**config.mk**
```make
export PLATFORM = sky130hd
export DESIGN_NAME = pattern_bist_ctrl
export DESIGN_NICKNAME = d
export VERILOG_FILES = /design/src/rtl/pattern_bist_ctrl.sv
export SDC_FILE = /design/constraint.sdc
export NUM_CORES = 1
export LEC_CHECK = 0
export ABC_AREA = 1
export CAP_MARGIN = 10
export CORE_MARGIN = 1.5
export CORE_UTILIZATION = 40
export DETAILED_ROUTE_END_ITERATION = 8
export HOLD_SLACK_MARGIN = 0.03
export PLACE_DENSITY = 0.68
export SETUP_SLACK_MARGIN = 0.3
export SKIP_CTS_REPAIR_TIMING = 1
export SLEW_MARGIN = 10
export SYNTH_ARGS = -nofsm -noshare
export SYNTH_HDL_FRONTEND = slang
export SYNTH_SLANG_ARGS = --single-unit
```
**constraint.sdc**
```tcl
create_clock -name clk -period 0.9 [get_ports clk]
set_input_delay 0.27 -clock clk [delete_from_list [all_inputs] [get_ports clk]]
set_output_delay 0.27 -clock clk [all_outputs]
set_load 0.1 [all_outputs]
```
**src/rtl/pattern_bist_ctrl.sv**
```systemverilog
`default_nettype none
// ============================================================================
// Module      : pattern_bist_ctrl
// Description : Exhaustive-pattern BIST controller for a small gate. It walks
//               every PAT_W-bit input pattern, waits SETTLE cycles, captures
//               the gate's {enable, masked data} response into a MISR and
//               compares the final signature against GOLDEN.
// Revision    : 1.0 - initial release
// ============================================================================
module pattern_bist_ctrl #(
  parameter int               PAT_W  = 2,
  parameter int               SETTLE = 1,
  parameter int               SIG_W  = 8,
  parameter logic [SIG_W-1:0] POLY   = 8'h1D,
  parameter logic [SIG_W-1:0] GOLDEN = 8'h1C
) (
  input  logic             clk,
  input  logic             rst,
  input  logic             start,
  output logic [PAT_W-1:0] pattin,
  input  logic             dut_out,
  input  logic             dut_en,
  output logic             busy,
  output logic             done,
  output logic             pass,
  output logic [SIG_W-1:0] signature,
  output logic [PAT_W:0]   pat_count
);

  // State encoding
  localparam logic [2:0] ST_IDLE    = 3'd0;
  localparam logic [2:0] ST_APPLY   = 3'd1;
  localparam logic [2:0] ST_SETTLE  = 3'd2;
  localparam logic [2:0] ST_CAPTURE = 3'd3;
  localparam logic [2:0] ST_DONE    = 3'd4;

  // Settle down-counter sized to hold SETTLE; at least one bit so that the
  // SETTLE == 0 build still has a legal (unused) register.
  localparam int               CNT_W     = (SETTLE > 1) ? $clog2(SETTLE + 1) : 1;
  localparam logic [CNT_W-1:0] SETTLE_LD = CNT_W'(SETTLE);
  localparam logic [PAT_W-1:0] IDX_LAST  = '1;

  logic [2:0]       state_q,  state_d;
  logic [PAT_W-1:0] idx_q,    idx_d;
  logic [PAT_W-1:0] pattin_q, pattin_d;
  logic [CNT_W-1:0] cnt_q,    cnt_d;
  logic [SIG_W-1:0] sig_q,    sig_d;
  logic [PAT_W:0]   npat_q,   npat_d;
  logic             pass_q,   pass_d;
  logic             busy_q,   busy_d;
  logic             done_q,   done_d;

  logic [SIG_W-1:0] resp_w;
  logic [SIG_W-1:0] sig_next_w;

  // Response word and MISR step: shift, fold in POLY on carry-out, xor response.
  // A high-Z gate forces both response bits to 0 regardless of dut_out.
  always_comb begin
    resp_w     = {{(SIG_W-2){1'b0}}, dut_en, dut_en & dut_out};
    sig_next_w = {sig_q[SIG_W-2:0], 1'b0}
               ^ (sig_q[SIG_W-1] ? POLY : {SIG_W{1'b0}})
               ^ resp_w;
  end

  // Next-state and datapath update for the pattern walk.
  always_comb begin
    state_d  = state_q;
    idx_d    = idx_q;
    pattin_d = pattin_q;
    cnt_d    = cnt_q;
    sig_d    = sig_q;
    npat_d   = npat_q;
    pass_d   = pass_q;

    case (state_q)
      ST_IDLE: begin
        pattin_d = '0;
        if (start) begin
          state_d = ST_APPLY;
          idx_d   = '0;
          sig_d   = '0;
          npat_d  = '0;
          pass_d  = 1'b0;
        end
      end

      ST_APPLY: begin
        pattin_d = idx_q;
        if (SETTLE == 0) begin
          state_d = ST_CAPTURE;
        end else begin
          state_d = ST_SETTLE;
          cnt_d   = SETTLE_LD;
        end
      end

      ST_SETTLE: begin
        if (cnt_q <= CNT_W'(1)) begin
          state_d = ST_CAPTURE;
          cnt_d   = '0;
        end else begin
          cnt_d   = cnt_q - CNT_W'(1);
        end
      end

      ST_CAPTURE: begin
        sig_d  = sig_next_w;
        npat_d = npat_q + (PAT_W+1)'(1);
        if (idx_q == IDX_LAST) begin
          // Last pattern: stop here so the index never wraps within a run.
          state_d  = ST_DONE;
          pattin_d = '0;
        end else begin
          // Next pattern loads into the pattin register on the same edge,
          // so the gate input steps directly from one index to the next.
          state_d  = ST_APPLY;
          idx_d    = idx_q + PAT_W'(1);
          pattin_d = idx_q + PAT_W'(1);
        end
      end

      ST_DONE: begin
        pass_d  = (sig_q == GOLDEN);
        state_d = ST_IDLE;
      end

      default: begin
        state_d  = ST_IDLE;
        pattin_d = '0;
      end
    endcase
  end

  // Registered status flags decoded from the upcoming state.
  always_comb begin
    busy_d = (state_d == ST_APPLY) || (state_d == ST_SETTLE) || (state_d == ST_CAPTURE);
    done_d = (state_d == ST_DONE);
  end

  // State register with synchronous reset that wins over start.
  always_ff @(posedge clk) begin
    if (rst) begin
      state_q  <= ST_IDLE;
      idx_q    <= '0;
      pattin_q <= '0;
      cnt_q    <= '0;
      sig_q    <= '0;
      npat_q   <= '0;
      pass_q   <= 1'b0;
      busy_q   <= 1'b0;
      done_q   <= 1'b0;
    end else begin
      state_q  <= state_d;
      idx_q    <= idx_d;
      pattin_q <= pattin_d;
      cnt_q    <= cnt_d;
      sig_q    <= sig_d;
      npat_q   <= npat_d;
      pass_q   <= pass_d;
      busy_q   <= busy_d;
      done_q   <= done_d;
    end
  end

  assign pattin    = pattin_q;
  assign busy      = busy_q;
  assign done      = done_q;
  assign pass      = pass_q;
  assign signature = sig_q;
  assign pat_count = npat_q;

endmodule
`default_nettype wire

```
**Word level (Yosys, flattened, before mapping)**

Cells that the tools add are included.

- Output and inout bits: 16
- Bits in registers: 22

- $lt $le $gt $ge: 1
- Reductions and logical operators: 10
- $add $sub $neg: 3
- Bitwise gates (word level): 3
- Eq/ne operators: 12
- Mux-type cells: 18

Operators by type and width:

| cell | count |
|---|---|
| one-hot mux 8 bit (2 select lines) | 1 |
| == test 3 x 2 -> 1 bit, second input constant | 4 |
| 2-to-1 mux 3 bit | 4 |
| one-hot mux 3 bit (4 select lines) | 1 |
| == test 8 x 5 -> 1 bit, second input constant | 1 |
| 2-to-1 mux 8 bit | 1 |
| bitwise XOR 8 x 2 -> 8 bit | 1 |
| bitwise XOR 8 x 5 -> 8 bit | 1 |
| == test 3 x 1 -> 1 bit, second input constant | 2 |
| == test 3 bit, second input constant | 2 |
| 2-to-1 mux 2 bit | 3 |
| one-hot mux 2 bit (3 select lines) | 1 |
| one-hot mux 3 bit (2 select lines) | 1 |
| nonzero test 2 bit | 3 |
| 2-to-1 mux 5 bit | 1 |
| inequality test 2 bit, second input constant | 2 |
| one-hot mux 1 bit (2 select lines) | 2 |
| one-hot mux 2 bit (2 select lines) | 1 |
| AND reduction 2 bit | 2 |
| adder 3 x 1 -> 3 bit, second input constant | 1 |
| zero test 3 bit | 1 |
| AND reduction 3 bit | 1 |
| adder 2 x 1 -> 2 bit, second input constant | 1 |
| == test 2 bit, second input constant | 1 |
| other kinds (6) | 8 |

**Depth between registers and ports, before layout**

- Word-level depth: 6
- Mapped depth: 6

**Worst setup path after synthesis**

No wires, ideal clock.

- Kind: reg-to-reg
- From: reg sig_q[7], in the netlist signature[7]
- To: reg pass_q, in the netlist pass
- Library setup time: 118 ps
- Required time: 782 ps
- Cell stages (with the launch flop): 7
- Path buffers: 1
- Setup slack: -795 ps
- Arrival time: 1,577 ps
- Clock period less this slack: 1,695 ps
- Cells stage by stage: dfxtp_1 > clkbuf_1 > inv_1 > nand3_1 > nor2_1 > nor2_1 > nor2_1

- Word-level cells in the longest chain between the ends: 2

Ends and longest elaborated chain:

| what | line | RTL |
|---|---|---|
| from (decl) | 47 | `logic [SIG_W-1:0] sig_q, sig_d;` |
| from (signal assigned) | 157 | `sig_q <= sig_d;` |
| == test 8 x 5 -> 1 bit | 123 | `pass_d = (sig_q == GOLDEN);` |
| one-hot mux 1 bit (2 select lines) | 75 | `case (state_q)` |
| to (signal assigned) | 159 | `pass_q <= pass_d;` |
| to (decl) | 49 | `logic pass_q, pass_d;` |

No other way between the ends.
A chain may end at the register's enable or synchronous reset.

**Final worst setup path**

- From: reg state_q[0]
- To: reg sig_q[3], in the netlist signature[3]

- Word-level cells in the longest chain between the ends: 3
- Elaborated cells between the ends (all ways): 6

Ends and longest elaborated chain:

| what | line | RTL |
|---|---|---|
| from (decl) | 43 | `logic [2:0] state_q, state_d;` |
| from (signal assigned) | 153 | `state_q <= state_d;` |
| == test 3 x 2 -> 1 bit or zero test 3 bit (tied branches) | 75 |  |
| nonzero test 2 bit (no source line) or inequality test 2 bit (tied branches) | - |  |
| AND reduction 2 bit (no source line) | - |  |

Several ways; a longest one is shown, not always the timed one.

==> summary.md <==
| Metric | Value |
|---|---|
| Crit path capture | `signature[3]` |
| Tot Pwr | `2.13 mW` |
| I/O pin count | `21` |
| Status | `finished with violations` |
| WL final | `3.46 mm` |
| CTS tree | `built` |
| Yosys warnings | `0` |
| Vias in the first global route | `990` |
| Max Slew Vio Count | `0` |
| Post-DP HPWL | `1.89 mm` |
| FP Rows | `17` |
| Global route total overflow | `0` |
| Syn avg cell area | `6.92 µm²` |
| Syn Std Cell Area | `976 µm²` |
| P_leak | `0.723 nW` |
| Clk buf depth | `2` |
| Peak VDD IR | `1.11 mV` |
| Area growth from synthesis to layout | `96.0%` |
| Critical Path Source | `state_q[0]` |
| Full die area | `0.00275 mm²` |
| Tmin final | `1.23 ns` |
| CP arrival | `1.47 ns` |
| Endpoint type of the worst setup path | `flip-flop` |
| Startpoint Class | `flip-flop` |
| Via count | `1,175` |
| Peak Freq | `0.812 GHz` |
| Syn Nets | `148` |
| Worst reg2reg path startpoint | `state_q[0]` |
| Initial core utilization | `43.3%` |
| Max Cap Viol | `0` |
| Setup slack, reg-to-reg | `-0.33 ns` |
| Slew @ Worst Pin | `0.248 ns` |
| Count of cell types in the netlist | `19` |
| Failing checks | `setup timing` |
| Gate Count Post-Synth | `141` |
| GP Congestion | `0.855` |
| DRC viols | `0` |
| Worst skew pair latency | `0.31 ns` |
| Worst Path Required | `1.14 ns` |
| Setup ws final | `-0.332 ns` |
| Largest net degree at the start of global routing | `12` |
| CORE AREA | `0.00225 mm²` |
| Via-to-Cell Ratio | `5.49` |
| Nets@finish | `194` |
| Die Wd | `52.4 µm` |
| Setup TNS | `-8.70 ns` |
| Sequential area share after synthesis | `43.1%` |
| Setup Crit Path Kind | `reg -> reg` |
| RSZ-0062 raised after global routing | `yes` |
| Worst slew margin | `83.4%` |
| Layout cells sized above 1 | `59.7%` |
| Yosys reg bits | `21` |
| DR iter-0 viols | `48` |
| HP Class | `reg -> reg` |
| Max Clock Skew | `0.00709 ns` |
| Ant diodes | `0` |
| CTS HTree Levels | `1` |
| Routed Antenna Nets | `0` |
| Tot GR Track Use | `21.2%` |
| Pre-CTS setup slack | `-0.432 ns` |
| Power per Cell Area | `1110 mW/mm²` |
| Final Hold Viols | `0` |
| Die height | `52.4 µm` |
| PortBufs | `20` |
| CTS clock-pin slew for the worst setup and hold paths | `0.12 ns` |
| First-pass GRT wire length | `4.28 mm` |
| 1st-pass router iterations | `4` |
| RR Endpoint | `signature[3]` |
| Root Driver | `clkbuf_4` |
| Initial antenna violation count | `0` |
| Num Clock Sinks | `21` |
| WL/cell | `16.2 µm` |
| Cts bufs inserted | `3` |
| Crit-path max FO | `6` |
| Reg2Reg Depth | `6` |
| Final worst-path cycle share | `137%` |
| Final setup vio count | `37` |
| Hold_ws | `0.480 ns` |
critical path: stages (launching register included):
cell and delay [ns]:
dfxtp_4 0.42, buf_12 0.11, nand3_4 0.14, buf_12 0.18, nor2_4 0.08, nand2_2 0.07
a21oi_2 0.15
stage by stage:
| step | util (%) | std cells | instance area [µm²] |
|---|---|---|---|
| after global placement | 73.1 | 198 | 1650 |
| after CTS | 74.3 | 202 | 1680 |
| final | 84.9 | 214 | 1910 |
| after floorplan | - | 141 | 1150 |
| after global routing | 84.9 | 214 | 1910 |
| after detailed placement | 73.1 | 198 | 1650 |
cell type report:
| cell class | instances | area (µm²) |
|---|---|---|
| Inverter | 13 | 53.8 |
| Timing Repair Buffer | 47 | 638 |
| Tap cell | 28 | 35.0 |
| Clock buffer | 4 | 26.3 |
| Multi-Input combinational cell | 101 | 666 |
| Sequential cell | 21 | 494 |
| Fill cell | 111 | 342 |
cell families after synthesis:
group | Yosys count | synth area share [%]
AND/OR/NAND/NOR | 80 | 35.6
flip-flops | 21 | 43.1
AO/OA/AOI/OAI | 19 | 9.74
buffers and inverters | 19 | 8.97
adder cells (fa/ha/maj) | 2 | 2.56
where the power goes:
part           total, mW  switching (mW)  internal [mW]
combinational      0.667           0.373          0.295
clock              0.475           0.302          0.173
sequential         0.987          0.0547          0.932
total               2.13           0.729           1.40
cells in the final DEF, fill, tap and decap left out, drive strengths merged, types with 3 or more instances in the layout:
master         Yosys  layout
a21oi             16      16
buf                5      42
clkbuf             1       5
clkdlybuf4s50      0       4
dfxtp             21      21
inv               13      13
nand2             28      28
nand3             19      19
nor2              30      30
nor3               3       3
o21ai              3       3
metal layers:
layer	up-vias	routed length, µm	global-route usage [%]
met5	-	0	0
met4	0	91	8.97
met3	13	188	3.71
met2	57	1800	35.8
met1	557	1380	26.3
li1	548	-	-
state kept, by name, summed over array words and instances (netlist names):
| register | flops |
|---|---|
| state_q | 3 |
| idx_q | 2 |
| busy | 1 |
| pattin | 2 |
| pass | 1 |
| signature | 8 |
| pat_count | 3 |
| done | 1 |
worst min-delay path by stage:
stage,slack [ns],endpoint,cells after the start,from
floorplan,0.45,signature[1],3,dut_en
global placement,0.48,pat_count[0],1,pat_count[0]
detailed placement,0.47,pat_count[0],1,pat_count[0]
CTS,0.50,pat_count[0],1,pat_count[0]
global route,0.49,pat_count[0],1,pat_count[0]
finish,0.48,pat_count[0],1,pat_count[0]
cells in the mapped netlist (all sizes together):
cell     n  area share (%)
nor2    30              12
nand2   28              11
dfxtp   21              43
nand3   19              11
a21oi   16             8.2
inv     13             5.0
buf      5             3.6
nor3     3             1.5
o21ai    3             1.5
ha       2             2.6
clkbuf   1            0.38
Note: power is estimated with default switching activity, not from simulation.
